<file path="config.mk">
export PLATFORM = sky130hd
export DESIGN_NAME = led_scanner_flat
export DESIGN_NICKNAME = d
export VERILOG_FILES = /design/src/rtl/led_scanner_pkg.sv /design/src/rtl/led_scanner_if.sv /design/src/rtl/led_prescaler.sv /design/src/rtl/led_scanner.sv /design/src/flat_wrapper.sv
export SDC_FILE = /design/constraint.sdc
export NUM_CORES = 1
export LEC_CHECK = 0
export ABC_AREA = 1
export CAP_MARGIN = 15
export CORE_AREA = 3 3 71 73
export DETAILED_ROUTE_END_ITERATION = 10
export DIE_AREA = 0 0 74 76
export PLACE_DENSITY = 0.73
export SLEW_MARGIN = 20
export SYNTH_ARGS = -nofsm -noshare
export SYNTH_HDL_FRONTEND = slang
export SYNTH_SLANG_ARGS = --single-unit
</file>
<file path="constraint.sdc">
create_clock -name clk -period 1.26 [get_ports clk]
set_input_delay 0.189 -clock clk [delete_from_list [all_inputs] [get_ports clk]]
set_output_delay 0.189 -clock clk [all_outputs]
set_load 0.02 [all_outputs]
</file>
<file path="src/rtl/led_scanner_pkg.sv">
// Shared types for the LED pattern engine.
// Mode encoding and scan direction constants.
package led_scanner_pkg;

    typedef enum logic [1:0] {
        MODE_BOUNCE   = 2'd0,
        MODE_ROT_UP   = 2'd1,
        MODE_ROT_DOWN = 2'd2,
        MODE_BREATHE  = 2'd3
    } mode_t;

    localparam logic DIR_UP   = 1'b0;
    localparam logic DIR_DOWN = 1'b1;

endpackage

</file>
<file path="src/rtl/led_scanner_if.sv">
// Control/status bundle between a host block and the LED scanner.
// The host drives mode/pause/step; the scanner returns pins and tick.
interface led_scanner_if #(
    parameter int N_LEDS = 4
);
    import led_scanner_pkg::*;

    mode_t             mode;
    logic              pause;
    logic              step;
    logic [N_LEDS-1:0] led;
    logic              tick;

    modport master (
        output mode, pause, step,
        input  led, tick
    );

    modport slave (
        input  mode, pause, step,
        output led, tick
    );

endinterface

</file>
<file path="src/rtl/led_prescaler.sv">
// Free-running power-of-two prescaler with a registered wrap pulse.
// tick is high for the one cycle after div rolls over to zero.
module led_prescaler #(
    parameter int DIV_WIDTH = 21
) (
    input  logic clk,
    input  logic rst,
    output logic tick
);

    logic [DIV_WIDTH-1:0] div_q, div_d;
    logic                 tick_q, tick_d;

    always_comb begin
        div_d  = div_q + DIV_WIDTH'(1);
        tick_d = &div_q;
    end

    always_ff @(posedge clk) begin
        if (rst) begin
            div_q  <= '0;
            tick_q <= 1'b0;
        end else begin
            div_q  <= div_d;
            tick_q <= tick_d;
        end
    end

    assign tick = tick_q;

endmodule

</file>
<file path="src/rtl/led_scanner.sv">
// LED pattern engine: bounce, rotate up/down and PWM breathe,
// with pause/single-step control and a prescaler tick output.
module led_scanner
    import led_scanner_pkg::*;
#(
    parameter int N_LEDS     = 4,
    parameter int DIV_WIDTH  = 21,
    parameter int PWM_BITS   = 6,
    parameter bit ACTIVE_LOW = 1'b1
) (
    input  logic          clk,
    input  logic          rst,
    led_scanner_if.slave  bus
);

    localparam logic [PWM_BITS-1:0] LVL_MAX = '1;

    logic                tick_w;
    logic                adv;
    logic                pwm_on;
    logic [N_LEDS-1:0]   pattern;
    logic [N_LEDS-1:0]   pos_q, pos_d;
    logic                dir_q, dir_d;
    logic [PWM_BITS-1:0] level_q, level_d;
    logic                lvl_dir_q, lvl_dir_d;
    logic [PWM_BITS-1:0] pwm_q, pwm_d;
    logic [N_LEDS-1:0]   led_q, led_d;

    led_prescaler #(
        .DIV_WIDTH (DIV_WIDTH)
    ) u_presc (
        .clk  (clk),
        .rst  (rst),
        .tick (tick_w)
    );

    assign adv = (tick_w & ~bus.pause) | bus.step;

    always_comb begin
        pos_d     = pos_q;
        dir_d     = dir_q;
        level_d   = level_q;
        lvl_dir_d = lvl_dir_q;
        pwm_d     = pwm_q + PWM_BITS'(1);
        if (adv) begin
            if (bus.mode == MODE_BREATHE) begin
                // Flip on reaching an end so the end value is not repeated.
                if (lvl_dir_q == DIR_UP) begin
                    level_d = level_q + PWM_BITS'(1);
                    if (level_q == LVL_MAX - PWM_BITS'(1)) lvl_dir_d = DIR_DOWN;
                end else begin
                    level_d = level_q - PWM_BITS'(1);
                    if (level_q == PWM_BITS'(1)) lvl_dir_d = DIR_UP;
                end
            end else if (pos_q == '0) begin
                pos_d = N_LEDS'(1);
                dir_d = DIR_UP;
            end else begin
                unique case (bus.mode)
                    MODE_BOUNCE: begin
                        if (dir_q == DIR_UP) begin
                            if (pos_q[N_LEDS-1]) begin
                                pos_d = pos_q >> 1;
                                dir_d = DIR_DOWN;
                            end else begin
                                pos_d = pos_q << 1;
                            end
                        end else begin
                            if (pos_q[0]) begin
                                pos_d = pos_q << 1;
                                dir_d = DIR_UP;
                            end else begin
                                pos_d = pos_q >> 1;
                            end
                        end
                    end
                    MODE_ROT_UP: begin
                        pos_d = {pos_q[N_LEDS-2:0], pos_q[N_LEDS-1]};
                        dir_d = DIR_UP;
                    end
                    MODE_ROT_DOWN: begin
                        pos_d = {pos_q[0], pos_q[N_LEDS-1:1]};
                        dir_d = DIR_DOWN;
                    end
                    MODE_BREATHE: begin
                    end
                endcase
            end
        end
        pwm_on  = pwm_q < level_q;
        pattern = (bus.mode == MODE_BREATHE) ? {N_LEDS{pwm_on}} : pos_q;
        led_d   = pattern ^ {N_LEDS{ACTIVE_LOW}};
    end

    always_ff @(posedge clk) begin
        if (rst) begin
            pos_q     <= '0;
            dir_q     <= DIR_UP;
            level_q   <= '0;
            lvl_dir_q <= DIR_UP;
            pwm_q     <= '0;
            led_q     <= {N_LEDS{ACTIVE_LOW}};
        end else begin
            pos_q     <= pos_d;
            dir_q     <= dir_d;
            level_q   <= level_d;
            lvl_dir_q <= lvl_dir_d;
            pwm_q     <= pwm_d;
            led_q     <= led_d;
        end
    end

    assign bus.led  = led_q;
    assign bus.tick = tick_w;

endmodule

</file>
<file path="src/flat_wrapper.sv">
// flat-port wrapper written by rule: the top's interface ports become plain ports
module led_scanner_flat import led_scanner_pkg::*;
#(
    parameter int N_LEDS     = 4,
    parameter int DIV_WIDTH  = 21,
    parameter int PWM_BITS   = 6,
    parameter bit ACTIVE_LOW = 1'b1
)
  (clk, rst, bus_mode, bus_pause, bus_step, bus_led, bus_tick);
  led_scanner_if #(.N_LEDS(N_LEDS)) bus_i ();
  input  logic clk;
  input  logic rst;
  input wire logic [$bits(bus_i.mode)-1:0] bus_mode;
  input wire logic [$bits(bus_i.pause)-1:0] bus_pause;
  input wire logic [$bits(bus_i.step)-1:0] bus_step;
  output wire logic [$bits(bus_i.led)-1:0] bus_led;
  output wire logic [$bits(bus_i.tick)-1:0] bus_tick;
  assign bus_i.mode = bus_mode;
  assign bus_i.pause = bus_pause;
  assign bus_i.step = bus_step;
  assign bus_led = bus_i.led;
  assign bus_tick = bus_i.tick;
  led_scanner #(.N_LEDS(N_LEDS), .DIV_WIDTH(DIV_WIDTH), .PWM_BITS(PWM_BITS), .ACTIVE_LOW(ACTIVE_LOW)) u_core (.clk(clk), .rst(rst), .bus(bus_i));
endmodule
</file>
==> summary.md, run 1 <==
| Metric | Value |
|---|---|
| Max-Cap Viols | `0` |
| Setup TNS | `-0.0621 ns` |
| Remaining Overflow, GRT | `0` |
| Cell seen most often among critical-path stages | `nand2_4` |
| Synthesis-stage register bit count | `44` |
| Num CTS Buffers | `5` |
| # setup viols final | `5` |
| Number of antenna violations at the first check in global routing | `0` |
| Number of top-level pins | `11` |
| Slew margin rel. | `0.841` |
| Total via count after detailed routing | `2,279` |
| Router iterations before antenna repair | `4` |
| Number of standard cells after synthesis | `347` |
| Number of enable flip-flop cells after synthesis | `0` |
| Power Density | `919 nW/um^2` |
| Drc violations | `0` |
| Peak VDD IR | `0.809 mV` |
| Failing checks | `negative setup slack` |
| Most instantiated library cell after synthesis | `nand2_1` |
| Worst slew pin tran | `0.236 ns` |
| Main area contributors after synthesis | `dfxtp_1 37%, nand2_1 12%, nor2_1 8.2%` |
| CP Depth | `8` |
| Final ANT Viol Nets | `0` |
| Worst Slack Setup Final | `-0.0288 ns` |
| Total internal power | `2.19 mW` |
| Nets | `417` |
| Fraction of layout instances using a drive strength above 1 | `0.291` |
| Leading post-synthesis cells by instance count | `77 x nand2_1, 52 x nor2_1, 44 x dfxtp_1` |
| First-pass GRT wire length | `9.16 mm` |
| Vias in the first global route | `2,217` |
| Area inside the core boundary | `4410 sq um` |
| Summed instance area of the synthesized netlist | `2390 sq um` |
| Data arrival time of the critical path | `1.49 ns` |
| Final wirelength | `5.18 mm` |
| Launching element type of the critical path | `flop` |
| Detailed router's first-iteration violation count | `142` |
| Mapped Avg Cell Area | `6.90 sq um` |
| Quantity of I/O buffers inserted on ports | `10` |
| Growth of design area from synthesis to finish | `32.4%` |
| Highest Signal Layer | `met4` |
| Post-route design area | `3170 sq um` |
| Amount of wire on met2 after detailed routing | `2.69 mm` |
| Clock tree from TritonCTS | `yes` |
| Clock-pin slew on the worst setup and hold paths | `0.08 ns` |
| Seq pwr share | `0.501` |
| Max incr delay on CP | `0.37 ns` |
| Count of non-filler cells in the finished layout | `450` |
| M1 WL | `2.25 mm` |
| Power share of the clock group | `0.368` |
| Routability congestion estimate | `0.896` |
| Share of flip-flops with an asynchronous set or reset after synthesis | `0` |
| Worst R2R End | `u_core.u_presc.div_q[18]` |
| Initial cell density of the core | `0.542` |
| Hold Vio Cnt, Final | `0` |
| Clock sink count | `44` |
| P_sw | `0.719 mW` |
| Crit Path Max Fanout | `7` |
| Status | `finished with violations` |
| Post-layout power | `2.91 mW` |
| Cell depth of the worst flop-to-flop path | `8` |
| Worst EP required | `1.46 ns` |
| Leakage power | `1.36 nW` |
| Cell-by-cell trace of the critical path | `ha_4 -> nand2_4 -> nor2_4 -> nand2_4 -> nor2_8 -> nand4_1 -> nand2_1 -> nor2_1` |
| Minimum clock period | `1.29 ns` |
| Placed insts | `436` |
| Post-Route Utilization | `0.718` |
| Final worst-path cycle share | `1.02` |
| Final antenna diode count | `0` |
| Wire per inst | `11.5 microns` |
| Routed length on met3 | `189 microns` |
| Critical path buffer and inverter count | `0` |
| Min-delay worst type | `flop to flop` |
| Overall track demand over capacity in global routing | `0.201` |
| Pin count of the biggest net entering global routing | `26` |
| Number of rows in the core area | `24` |
| Placed cell area | `2810 sq um` |
| Proportion of total power due to net switching | `0.247` |
| Power share of the combinational group | `0.131` |
| Max Freq | `776 MHz` |
| Syn Nets | `367` |
| Estimated wirelength of the detail-placed design | `3.65 mm` |
| Number of distinct library cells after synthesis | `30` |
| Source-to-sink clock delay at the later pin of the worst-skew pair | `0.30 ns` |
| Die span in x | `74 microns` |
| DR vias/cell | `5.06` |
| Critical path capture point | `u_core.u_presc.div_q[18]` |
| Cell at the root of the clock tree | `clkbuf_8` |
| Most used flip-flop cell after synthesis | `dfxtp_1` |
| Kind of cell with the highest combined delay on the critical path | `simple AND/OR/NAND/NOR gates` |
| Total count of max-transition violations in the final report | `0` |
| Final worst clock skew | `0.00544 ns` |
| Area leader, netlist | `dfxtp_1` |
| Flop2flop setup slack | `-0.03 ns` |
| Share of Yosys cell area claimed by the top area cell type | `0.368` |
| Total die area | `5620 sq um` |
| Clock tree buffer depth | `2` |
| Die span in y | `76 microns` |
| Unrepaired setup endpoints after global routing | `yes` |
| Count of H-tree levels built during CTS | `2` |
| Portion of the post-synthesis area used by sequential elements | `0.368` |
| Launch point of the worst path | `u_core.u_presc.div_q[0]` |
| Slowest stage cell, crit path | `dfxtp_2` |
| Synthesis warning total | `0` |
| Classification of the worst setup path | `flop to flop` |
| Critical register-to-register path startpoint | `u_core.u_presc.div_q[0]` |
| Category of the worst setup path capture point | `flop` |
## layout make-up
type | instances | area (sq um)
timing repair buffer | 49 | 427
inverter | 44 | 165
fill | 352 | 1240
sequential | 44 | 906
tap | 52 | 65.1
multi-input combinational | 253 | 1500
clock buffer | 6 | 72.6
clock inverter | 2 | 35.0
## flip-flops by register name, summed over array words and instances (netlist names)
name,count
u_core.dir_q,1
u_core.bus.led,4
u_core.level_q,6
u_core.u_presc.div_q,21
u_core.pos_q,4
u_core.lvl_dir_q,1
u_core.u_presc.tick,1
u_core.pwm_q,6
## worst min path at each step
stage                             from                       to  slack [ns]  cells past startpoint
3_5_place_dp   u_core.u_presc.div_q[0]  u_core.u_presc.div_q[0]        0.44                      1
5_1_grt                u_core.pwm_q[0]          u_core.pwm_q[0]        0.50                      1
2_1_floorplan                      rst        u_core.level_q[0]        0.41                      3
4_1_cts        u_core.u_presc.div_q[0]  u_core.u_presc.div_q[0]        0.45                      1
6_report               u_core.pwm_q[0]          u_core.pwm_q[0]        0.47                      1
3_3_place_gp   u_core.u_presc.div_q[0]  u_core.u_presc.div_q[0]        0.43                      1
## layout by cell type (no fill, tap or decap), drive strengths merged, types with 4 or more instances in the layout
cell,count
clkbuf,6
inv,44
dfxtp,44
nand4,5
dlygate4sd2,5
nand2,83
a21oi,28
nor3,4
xor2,4
buf,39
ha,14
nand3,24
nor2,60
o21ai,20
## stage by stage
stage | setup slack (ns) | hold WS [ns]
after detailed placement | -0.387 | 0.437
after global routing | -0.133 | 0.501
after CTS | -0.0341 | 0.450
after floorplan | 0.00466 | 0.412
final | -0.0288 | 0.467
after global placement | -0.338 | 0.430
## worst register-to-register path: stages, from the launching register on
cell and delay, ns:
dfxtp_2 0.37, ha_4 0.15, nand2_4 0.06, nor2_4 0.16, nand2_4 0.10, nor2_8 0.14, nand4_1 0.10, nand2_1 0.07
nor2_1 0.04
## cell families (layout without fill, tap and decap cells)
group,Yosys count,count (layout),share of synthesized area
AND/OR/NAND/NOR,178,178,0.332
AO/OA/AOI/OAI,55,55,0.121
buffers and inverters,50,101,0.0836
flip-flops,44,44,0.368
adder cells (fa/ha/maj),14,14,0.0732
XOR/XNOR,6,6,0.0220
## routing by layer
metal / GRT usage / vias up
met5: 0 / -
met4: 0.0453 / 0
met3: 0.0528 / 8
met2: 0.355 / 37
met1: 0.236 / 1023
li1: - / 1211
## power by group through the flow
stage          sequential (mW)  clock (mW)  combinational (mW)
2_1_floorplan             1.50           0               0.187
3_3_place_gp              1.49           0               0.329
3_5_place_dp              1.49           0               0.338
4_1_cts                   1.46        1.11               0.346
5_1_grt                   1.46        1.17               0.434
6_report                  1.46        1.07               0.383
## what timing repair did
| action | CTS | global route |
|---|---|---|
| hold buffers | 0 | 0 |
| endpoints found under the setup margin | 26 | 31 |
| gates resized for setup | 22 | 54 |
| buffers inserted | 3 | 3 |
| pin swaps | 9 | 19 |
Note: power is estimated with default switching activity, not from simulation.
==> inputs of run 2 (changes only) <==
CORE_AREA = 3 3 70 72   (was 3 3 71 73)
CTS_BUF_LIST = sky130_fd_sc_hd__clkbuf_8   (was unset)
DIE_AREA = 0 0 73 75   (was 0 0 74 76)
PLACE_DENSITY = 0.74   (was 0.73)
==> run 2 against run 1 <==
Net effect: first-iteration DRC count shrank 32%; via count down 0.31%; power is 10% lower; die area shrank 2.6%; clock power decreased by 24%; final area fell by 4.1%; critical endpoint unchanged; routed wire length down 5.9%; sequential power is essentially flat; critical path depth did not move; the flow still finishes with violations (negative setup slack); sequential share of layout area up 1.2 points; setup slack improved by 0.0064 ns; combinational power shrank 10%.
==> summary.md, run 2 (synthesized netlist as in run 1, its figures left out) <==
| Metric | Value |
|---|---|
| Clock sink count | `44 (unchanged)` |
| Peak VDD IR | `0.655 mV (-19%)` |
| Router iterations before antenna repair | `4 (unchanged)` |
| Remaining Overflow, GRT | `0 (unchanged)` |
| Pin count of the biggest net entering global routing | `26 (unchanged)` |
| Nets | `409 (-1.9%)` |
| Top Registers | `u_core.u_presc.div_q x21, u_core.level_q x6, u_core.pwm_q x6` |
| Die span in x | `73 microns (-1.4%)` |
| Quantity of I/O buffers inserted on ports | `10 (unchanged)` |
| Number of rows in the core area | `24 (unchanged)` |
| DR vias/cell | `5.15 (+1.7%)` |
| Power Density | `862 nW/um^2 (-6.2%)` |
| Estimated wirelength of the detail-placed design | `3.58 mm (-1.9%)` |
| Clock tree from TritonCTS | `yes` |
| Final antenna diode count | `0 (unchanged)` |
| Initial cell density of the core | `0.550 (+0.00748)` |
| Launching element type of the critical path | `flop` |
| Placed cell area | `2790 sq um (-0.80%)` |
| First-pass GRT wire length | `8.20 mm (-11%)` |
| Worst slew pin tran | `0.222 ns (-0.0139 ns)` |
| Fraction of layout instances using a drive strength above 1 | `0.242 (-0.0498)` |
| Cell depth of the worst flop-to-flop path | `8 (unchanged)` |
| Critical register-to-register path startpoint | `u_core.u_presc.div_q[0]` |
| Final wirelength | `4.88 mm (-5.9%)` |
| Minimum clock period | `1.28 ns (-0.00642 ns)` |
| Clock tree buffer depth | `2 (unchanged)` |
| Post-route design area | `3040 sq um (-4.1%)` |
| Total via count after detailed routing | `2,272 (-0.31%)` |
| Total count of max-transition violations in the final report | `0 (unchanged)` |
| Number of antenna violations at the first check in global routing | `0 (unchanged)` |
| Flop2flop setup slack | `-0.02 ns (about the same)` |
| Launch point of the worst path | `u_core.u_presc.div_q[0]` |
| Worst Slack Setup Final | `-0.0223 ns (+0.00642 ns)` |
| Critical path capture point | `u_core.u_presc.div_q[18]` |
| Leakage power | `1.32 nW (-3.4%)` |
| Final worst clock skew | `0.00672 ns (+0.00128 ns)` |
| Leading cell type in the layout, fill and taps excluded | `nand2_1` |
| Min-delay worst type | `primary input to flop` |
| Drc violations | `0 (unchanged)` |
| Vias in the first global route | `2,027 (-8.6%)` |
| Crit Path Max Fanout | `7 (unchanged)` |
| Largest register FFs | `21 (unchanged)` |
| Wire per inst | `11.1 microns (-3.9%)` |
| Max Freq | `780 MHz (+0.50%)` |
| Source-to-sink clock delay at the later pin of the worst-skew pair | `0.29 ns (about the same)` |
| Data arrival time of the critical path | `1.48 ns (about the same)` |
| Number of top-level pins | `11 (unchanged)` |
| Detailed router's first-iteration violation count | `97 (-32%)` |
| Unrepaired setup endpoints after global routing | `yes` |
| Area inside the core boundary | `4350 sq um (-1.4%)` |
| Routability congestion estimate | `0.839 (-6.4%)` |
| Setup TNS | `-0.0335 ns (+0.0286 ns)` |
| Worst EP required | `1.46 ns (about the same)` |
| Status | `finished with violations` |
| Cell at the root of the clock tree | `clkbuf_8` |
| Count of H-tree levels built during CTS | `2 (unchanged)` |
| Category of the worst setup path capture point | `flop` |
| Commonest cells after routing, fill and taps aside | `71 x nand2_1, 45 x nor2_1, 42 x inv_1, 30 x dfxtp_1, 29 x buf_4` |
| Max-Cap Viols | `0 (unchanged)` |
| Worst R2R End | `u_core.u_presc.div_q[18]` |
| Num CTS Buffers | `5 (unchanged)` |
| Failing checks | `negative setup slack` |
| Register with the most flip-flops | `u_core.u_presc.div_q` |
| Overall track demand over capacity in global routing | `0.187 (-0.0136)` |
| Die span in y | `75 microns (-1.3%)` |
| Clock-pin slew on the worst setup and hold paths | `0.08 ns (about the same)` |
| Slew margin rel. | `0.850 (+0.00939)` |
| Hold Vio Cnt, Final | `0 (unchanged)` |
| Growth of design area from synthesis to finish | `26.9%` |
| # setup viols final | `3 (-2)` |
| Total die area | `5480 sq um (-2.6%)` |
| Classification of the worst setup path | `flop to flop` |
| Final ANT Viol Nets | `0 (unchanged)` |
| Final worst-path cycle share | `1.02 (-0.00510)` |
## run 2: cell types whose count changed in the layout (fill, tap and decap cells not counted), sizes merged
cell and change:
buf -8, bufinv -1, clkbuf -1, dlygate4sd2 +1, dlymetal6s2s -1, inv +1
## run 2: worst max-delay path, cell delays in order, from the launching register on
cell and delay (ns):
dfxtp_4 0.37, ha_4 0.14, nand2_4 0.06, nor2_4 0.12, nand2_4 0.10, nor2_8 0.17
nand4_1 0.11, nand2_1 0.07, nor2_1 0.03
## run 2: what timing repair did
| item | in CTS | in global routing |
|---|---|---|
| setup endpoints to repair | 24 | 27 |
| hold buffers | 0 | 0 |
| pin swaps | 4 | 8 |
| setup buffers | 0 | 1 |
| resized for setup | 21 | 35 |
## run 2: how the worst min path moves through the flow
| stage | to | start | depth (start not counted) |
|---|---|---|---|
| after detailed placement | u_core.u_presc.div_q[0] | u_core.u_presc.div_q[0] | 1 |
| after global placement | u_core.u_presc.div_q[0] | u_core.u_presc.div_q[0] | 1 |
| after global routing | u_core.bus.led[1] | bus_mode[0] | 4 |
| after CTS | u_core.u_presc.div_q[0] | u_core.u_presc.div_q[0] | 1 |
| after floorplan | u_core.level_q[0] | rst | 3 |
| final | u_core.bus.led[1] | bus_mode[0] | 4 |
## run 2: layout make-up
class                      instances  area, sq um
multi-input combinational        253         1480
fill                             379         1320
sequential                        44          903
timing repair buffer              41          344
inverter                          44          165
clock buffer                       5         68.8
tap                               52         65.1
clock inverter                     2         8.76
## run 2: stage by stage
| step | hold slack [ns] | power [mW] | utilization | worst slack [ns] | std cells |
|---|---|---|---|---|---|
| floorplan | 0.412 | 1.69 | - | 0.00466 | 347 |
| global placement | 0.442 | 1.80 | 0.641 | -0.356 | 433 |
| detailed placement | 0.447 | 1.81 | 0.641 | -0.391 | 433 |
| CTS | 0.447 | 2.63 | 0.671 | -0.00340 | 440 |
| global route | 0.454 | 2.76 | 0.698 | -0.102 | 441 |
| finish | 0.430 | 2.62 | 0.698 | -0.0223 | 441 |
## run 2: report_power, final
part / internal [mW] / switching (mW)
Combinational: 0.154 / 0.190
Sequential: 1.43 / 0.0331
Clock: 0.369 / 0.446
## run 2: layer usage
layer  GRT usage  wire length [microns]  share of wire  up-vias
met3      0.0320                    127          0.026        9
li1            -                      -              -     1195
met1       0.216                   2230           0.46     1040
met2       0.345                   2440           0.50       28
met5           0                      0              0        -
met4      0.0697                     80          0.016        0
